--- config.mk ---
export PLATFORM = sky130hd
export DESIGN_NAME = fp8_matmul_sequencer
export DESIGN_NICKNAME = d
export VERILOG_FILES = /design/src/rtl/fp8_pkg.sv /design/src/rtl/fp8_mm_index_counter.sv /design/src/rtl/fp8_matmul_sequencer.sv
export SDC_FILE = /design/constraint.sdc
export NUM_CORES = 1
export LEC_CHECK = 0
export CAP_MARGIN = 20
export CORE_UTILIZATION = 40
export CTS_CLUSTER_SIZE = 40
export DETAILED_ROUTE_END_ITERATION = 16
export GPL_TIMING_DRIVEN = 0
export HOLD_SLACK_MARGIN = 0.12
export PLACE_DENSITY = 0.69
export REMOVE_ABC_BUFFERS = 1
export SKIP_CTS_REPAIR_TIMING = 1
export SLEW_MARGIN = 25
export SYNTH_ARGS = -nofsm -noshare
export SYNTH_HDL_FRONTEND = slang
export SYNTH_HIERARCHICAL = 1
export SYNTH_SLANG_ARGS = --single-unit
--- constraint.sdc ---
create_clock -name clk -period 2.37 [get_ports clk]
set_input_delay 0.3555 -clock clk [delete_from_list [all_inputs] [get_ports clk]]
set_output_delay 0.3555 -clock clk [all_outputs]
set_load 0.005 [all_outputs]
--- src/rtl/fp8_pkg.sv ---
// Shared types and constants for the FP8 (1-3-4, bias 3) matrix-product sequencer.
package fp8_pkg;

  typedef enum logic [2:0] {
    IDLE  = 3'd0,
    MUL   = 3'd1,
    ACC   = 3'd2,
    STORE = 3'd3,
    DONE  = 3'd4
  } mm_state_e;

  localparam logic [7:0] FP8_ZERO = 8'h00;
  localparam logic [7:0] FP8_ONE  = 8'h30;
  localparam logic [7:0] FP8_TWO  = 8'h40;
  localparam int         FP8_BIAS = 3;

  localparam int FP8_SIGN_BIT = 7;
  localparam int FP8_EXP_MSB  = 6;
  localparam int FP8_EXP_LSB  = 4;
  localparam int FP8_MAN_MSB  = 3;
  localparam int FP8_MAN_LSB  = 0;

  function automatic logic fp8_is_zero(input logic [7:0] x);
    return (x == FP8_ZERO);
  endfunction

endpackage

--- src/rtl/fp8_mm_index_counter.sv ---
// Nested i/j/k loop counters; k is the inner reduction index, (i,j) walk C row-major.
module fp8_mm_index_counter
  import fp8_pkg::*;
#(
  parameter int N  = 2,
  parameter int IW = 1
) (
  input  logic          clk,
  input  logic          rst,
  input  logic          clear_i,
  input  logic          k_inc_i,
  input  logic          ij_step_i,
  output logic [IW-1:0] i_o,
  output logic [IW-1:0] j_o,
  output logic [IW-1:0] k_o,
  output logic          k_last_o,
  output logic          ij_last_o
);

  localparam logic [IW-1:0] LAST = IW'(N - 1);
  localparam logic [IW-1:0] ONE  = IW'(1);

  logic [IW-1:0] i_q, i_d;
  logic [IW-1:0] j_q, j_d;
  logic [IW-1:0] k_q, k_d;

  assign i_o       = i_q;
  assign j_o       = j_q;
  assign k_o       = k_q;
  assign k_last_o  = (k_q == LAST);
  assign ij_last_o = (i_q == LAST) && (j_q == LAST);

  // Counters only wrap through an (i,j) step, so none can exceed N-1.
  always_comb begin
    i_d = i_q;
    j_d = j_q;
    k_d = k_q;
    if (clear_i) begin
      i_d = '0;
      j_d = '0;
      k_d = '0;
    end else if (ij_step_i) begin
      k_d = '0;
      if (j_q == LAST) begin
        j_d = '0;
        i_d = (i_q == LAST) ? '0 : i_q + ONE;
      end else begin
        j_d = j_q + ONE;
      end
    end else if (k_inc_i && !k_last_o) begin
      k_d = k_q + ONE;
    end else begin
      k_d = k_q;
    end
  end

  always_ff @(posedge clk) begin
    if (rst) begin
      i_q <= '0;
      j_q <= '0;
      k_q <= '0;
    end else begin
      i_q <= i_d;
      j_q <= j_d;
      k_q <= k_d;
    end
  end

endmodule

--- src/rtl/fp8_matmul_sequencer.sv ---
// C = A x B sequencer over FP8 elements, time-sharing one external multiplier and adder.
module fp8_matmul_sequencer
  import fp8_pkg::*;
#(
  parameter int N  = 2,
  parameter int W  = 8,
  parameter int AW = $clog2(N*N)
) (
  input  logic          clk,
  input  logic          rst,
  input  logic          wr_en,
  input  logic          wr_sel,
  input  logic [AW-1:0] wr_addr,
  input  logic [W-1:0]  wr_data,
  input  logic          start,
  output logic          busy,
  output logic          done,
  input  logic [AW-1:0] rd_addr,
  output logic [W-1:0]  rd_data,
  output logic [W-1:0]  mul_in1,
  output logic [W-1:0]  mul_in2,
  input  logic [W-1:0]  mul_out,
  output logic [W-1:0]  add_in1,
  output logic [W-1:0]  add_in2,
  input  logic [W-1:0]  add_out
);

  localparam int            IW    = (N > 1) ? $clog2(N) : 1;
  localparam int            DEPTH = 2**AW;
  localparam logic [AW-1:0] N_A   = AW'(N);

  mm_state_e     state_q, state_d;
  logic [W-1:0]  prod_q, prod_d;
  logic [W-1:0]  acc_q, acc_d;
  logic [W-1:0]  a_q [DEPTH];
  logic [W-1:0]  b_q [DEPTH];
  logic [W-1:0]  c_q [DEPTH];

  logic [IW-1:0] idx_i, idx_j, idx_k;
  logic          k_last, ij_last;
  logic          cnt_clear, k_inc, ij_step, c_we, host_we;

  function automatic logic [AW-1:0] flat(input logic [IW-1:0] r, input logic [IW-1:0] c);
    return AW'(r) * N_A + AW'(c);
  endfunction

  fp8_mm_index_counter #(.N(N), .IW(IW)) u_idx (
    .clk      (clk),
    .rst      (rst),
    .clear_i  (cnt_clear),
    .k_inc_i  (k_inc),
    .ij_step_i(ij_step),
    .i_o      (idx_i),
    .j_o      (idx_j),
    .k_o      (idx_k),
    .k_last_o (k_last),
    .ij_last_o(ij_last)
  );

  // Padding entries beyond N*N are never written, so they read as zero.
  assign host_we = wr_en && (state_q == IDLE) && (int'(wr_addr) < N*N);

  assign mul_in1 = a_q[flat(idx_i, idx_k)];
  assign mul_in2 = b_q[flat(idx_k, idx_j)];
  assign add_in1 = acc_q;
  assign add_in2 = prod_q;
  assign rd_data = c_q[rd_addr];
  assign busy    = (state_q != IDLE);
  assign done    = (state_q == DONE);

  always_comb begin
    state_d   = state_q;
    prod_d    = prod_q;
    acc_d     = acc_q;
    cnt_clear = 1'b0;
    k_inc     = 1'b0;
    ij_step   = 1'b0;
    c_we      = 1'b0;
    case (state_q)
      IDLE: begin
        if (start) begin
          cnt_clear = 1'b1;
          state_d   = MUL;
        end else begin
          state_d = IDLE;
        end
      end
      MUL: begin
        prod_d  = mul_out;
        state_d = ACC;
      end
      ACC: begin
        // First product bypasses the adder so a stale accumulator never leaks in.
        acc_d = (idx_k == '0) ? prod_q : add_out;
        if (k_last) begin
          state_d = STORE;
        end else begin
          k_inc   = 1'b1;
          state_d = MUL;
        end
      end
      STORE: begin
        c_we    = 1'b1;
        ij_step = 1'b1;
        state_d = ij_last ? DONE : MUL;
      end
      DONE:    state_d = IDLE;
      default: state_d = IDLE;
    endcase
  end

  always_ff @(posedge clk) begin
    if (rst) begin
      state_q <= IDLE;
      prod_q  <= FP8_ZERO;
      acc_q   <= FP8_ZERO;
    end else begin
      state_q <= state_d;
      prod_q  <= prod_d;
      acc_q   <= acc_d;
    end
  end

  always_ff @(posedge clk) begin
    if (rst) begin
      for (int n = 0; n < DEPTH; n++) begin
        a_q[n] <= FP8_ZERO;
        b_q[n] <= FP8_ZERO;
        c_q[n] <= FP8_ZERO;
      end
    end else begin
      if (host_we && !wr_sel) a_q[wr_addr] <= wr_data;
      if (host_we && wr_sel)  b_q[wr_addr] <= wr_data;
      if (c_we)               c_q[flat(idx_i, idx_j)] <= acc_q;
    end
  end

endmodule

==> results by group <==
Floorplanning
  – Chip Width: 117 microns
  – Number of rows created at floorplan: between 40 and 50
  – Starting Density: around 41%
  – Number of placed I/O pins: 75
  – Die Y: ~120 microns
  – Core region area: 0.0128 sq mm
  – Floorplan die area: ~0.014 sq mm

Worst setup path
  – Endpoint arrival time on the critical path: about 2 ns
  – Slowest cell on crit path: mux4_2
  – Number of buffers and inverters on the critical path: 2
  – Classification of the worst setup path: reg2out
  – Critical-path maximum fanout: 13
  – Worst Setup End Kind: output pin
  – Data required time at the worst endpoint: roughly 2 ns
  – Cell breakdown of the critical path: buf_16 > mux4_2 > clkdlybuf4s50_1
  – Peak per-stage delay on the critical path: about 0.51 ns
  – Worst Setup Start Kind: flop
  – Cell family with most CP delay: buffers and inverters

Drt
  – Vias/cell: between 5 and 6
  – 1st-pass router iterations: 5
  – Number of antenna-violating nets in the routed design: 0
  – Via Count: approximately 3200
  – DR WL/cell: roughly 19 microns
  – Drt total wl: around 12 mm
  – DRC violations left: 0
  – 1st-iter DRT viols: between 100 and 150

Yosys
  – Most area-consuming cells after synthesis: edfxtp_1 54%, mux4_2 10%, and2_1 8.7%
  – Count of cell types in the netlist: 41
  – Average cell area after synthesis: 14.1 sq um
  – Netlist Area Pre-Place: 0.00529 sq mm
  – Register area share after synthesis: between 60% and 70%
  – Top cell types by occurrence after synthesis: 96 x edfxtp_1, 74 x and2_1, 36 x nor2_1
  – Gate count of the mapped netlist: roughly 380
  – Synthesis-stage register bit count: 118
  – Dominant cell by count in the synthesized netlist: edfxtp_1
  – Top_reg_cell synth: edfxtp_1
  – Leading area contributor after synthesis: edfxtp_1
  – Post-synth EDFFs: 96
  – Area share of the leading cell type in the synthesized netlist: 54.5%
  – Fraction of registers with async set/reset: 0%
  – Number of warnings printed during yosys synthesis: 6

Clocking
  – H-tree levels: 4
  – TritonCTS clock tree: built
  – TritonCTS sink count: about 120
  – Clk root buf: clkbuf_16
  – Number of buffers inserted during clock tree synthesis: 17
  – Clock slew at the register clock pins of the worst setup and hold paths: approximately 0.050 ns
  – Max clock buf depth: 2
  – Worst-skew pair later-pin latency: between 0.4 and 0.5 ns

Power
  – Peak ir drop on the vdd network: slightly above 600 uV
  – Cell area power density: roughly 730 mW/mm^2
  – Leakage power figure: around 2.4 nW

STA
  – Crit share post-route: a little over nine tenths
  – Shortest period the worst path allows: 2.32 ns
  – Slew Limit Fails: 0
  – Actual transition at the worst max-transition pin: between 0.7 and 0.8 ns
  – Worst slew slack as a fraction of its limit: between 50% and 60%
  – Post-Route Skew: roughly 0.0059 ns
  – Finish-stage setup viols: 0
  – Hold Fails Final Rpt: 0
  – Final setup slack of the worst path: ~0.054 ns
  – Achievable clock frequency: approximately 430 MHz

Place
  – Final weighted congestion of routability-driven global placement: around 0.74
  – Pre-CTS setup slack: -0.533 ns
  – Number of port buffers: 74
  – HPWL reported at the end of detailed placement: roughly 7.8 mm

Layout
  – Total number of nets in the final design: between 400 and 500
  – ANT cells: 0
  – Area added between synthesis and finish: 26.7%
  – Core utilization of the finished layout: 52.5%
  – Fraction of layout instances using a drive strength above 1: 18.4%

Run status
  – Status: finished clean

Global route
  – First-pass GRT wire length: ~18 mm
  – Total GRT Usage: between 10% and 20%
  – Initial antenna violation count: 0
  – Final global-route overflow total: 0
  – Pin count of the biggest net entering global routing: 37
  – Number of global-route vias before repair: 3357

Worst hold path
  – Class of the worst hold path: reg2reg

Job
  – Maxcap violations: 0
flip-flops by register name, summed over array words and instances, names as in the netlist:
| register | count |
|---|---|
| u_idx/k_last_o | 1 |
| u_idx/i_o | 1 |
| add_in1 | 8 |
| u_idx/j_o | 1 |
| b_q | 32 |
| c_q | 32 |
| a_q | 32 |
| state_q | 3 |
| add_in2 | 8 |
path summary, 6_finish.rpt:
path,start,end,slack [ns],cells after the start
worst max-delay path,u_idx/k_last_o,mul_in1[5],0.05,3
worst min-delay path,add_in2[3],add_in2[3],0.47,2
worst max register to register,state_q[0],a_q[0][7],0.23,3
worst min register to register,add_in2[3],add_in2[3],0.47,2
final cells by class:
type / instances / area [sq um]
Sequential cell: 118 / 3330
Tap cell: 172 / 215
Clock buffer: 20 / 437
Fill cell: 1096 / 6070
Multi-Input combinational cell: 231 / 1880
Inverter: 3 / 11.3
Clock inverter: 9 / 40.0
Timing Repair Buffer: 80 / 796
cells by family (layout without fill, tap and decap cells):
family          after synthesis  count (layout)  synth area share, %
xor+xnor                      1               1                0.166
simple gates                170             170                 19.0
flops                       118             118                 62.8
buf+inv                      27             112                 2.60
compound gates               28              28                 3.76
mux                          32              32                 11.7
layout by cell type (no fill, tap or decap), types with 2 or more instances in the layout:
cell	netlist	final
or2_2	6	6
nor3_4	3	3
clkbuf_1	10	3
dfxtp_2	0	2
buf_2	8	2
clkdlybuf4s50_1	0	71
dfxtp_4	0	2
inv_1	3	3
dfxtp_1	22	18
mux4_2	24	24
a211oi_1	8	8
mux2i_1	8	8
nor3_2	2	2
edfxtp_1	96	96
nand2b_1	2	2
nand2_1	26	26
a41o_1	2	2
a21oi_1	10	10
or4b_4	1	2
and3b_1	2	2
nor3b_1	2	2
or3b_2	2	2
clkinv_1	0	4
o21bai_2	0	4
nor2_1	36	36
clkinv_2	0	5
and2_1	74	74
buf_4	3	3
clkbuf_16	0	17
nand3b_1	2	2
layer usage:
layer | track usage, % | wire (microns) | vias up
li1 | - | - | 1527
met1 | 22.8 | 5020 | 1616
met2 | 32.1 | 5970 | 91
met3 | 6.95 | 623 | 14
met4 | 7.76 | 149 | 0
met5 | 0 | 0 | -
report_power, final:
group          internal, mW  switching (mW)  total (mW)
logic                 0.228           0.205       0.433
registers              2.33          0.0478        2.38
clock network          1.28           0.824        2.11
total                  3.84            1.08        4.92
worst register-to-register path, cell delays in order (launching register included):
cell     delay, ns
dfxtp_1       0.43
or3b_2        0.65
nor3_4        0.40
or2_2         0.35
stage by stage:
step	hold WS (ns)	cell area [sq um]	std cells	setup TNS [ns]	total power [mW]
after floorplan	0.420	5170	352	0	2.59
final	0.475	6710	633	0	4.92
after global placement	0.457	6120	598	-140.04	2.84
after global routing	0.488	6710	633	-0.00216	5.09
after detailed placement	0.469	6160	600	-22.34	2.85
after CTS	0.464	6630	629	-10.09	4.96
Power figures use the tool's default switching activity.
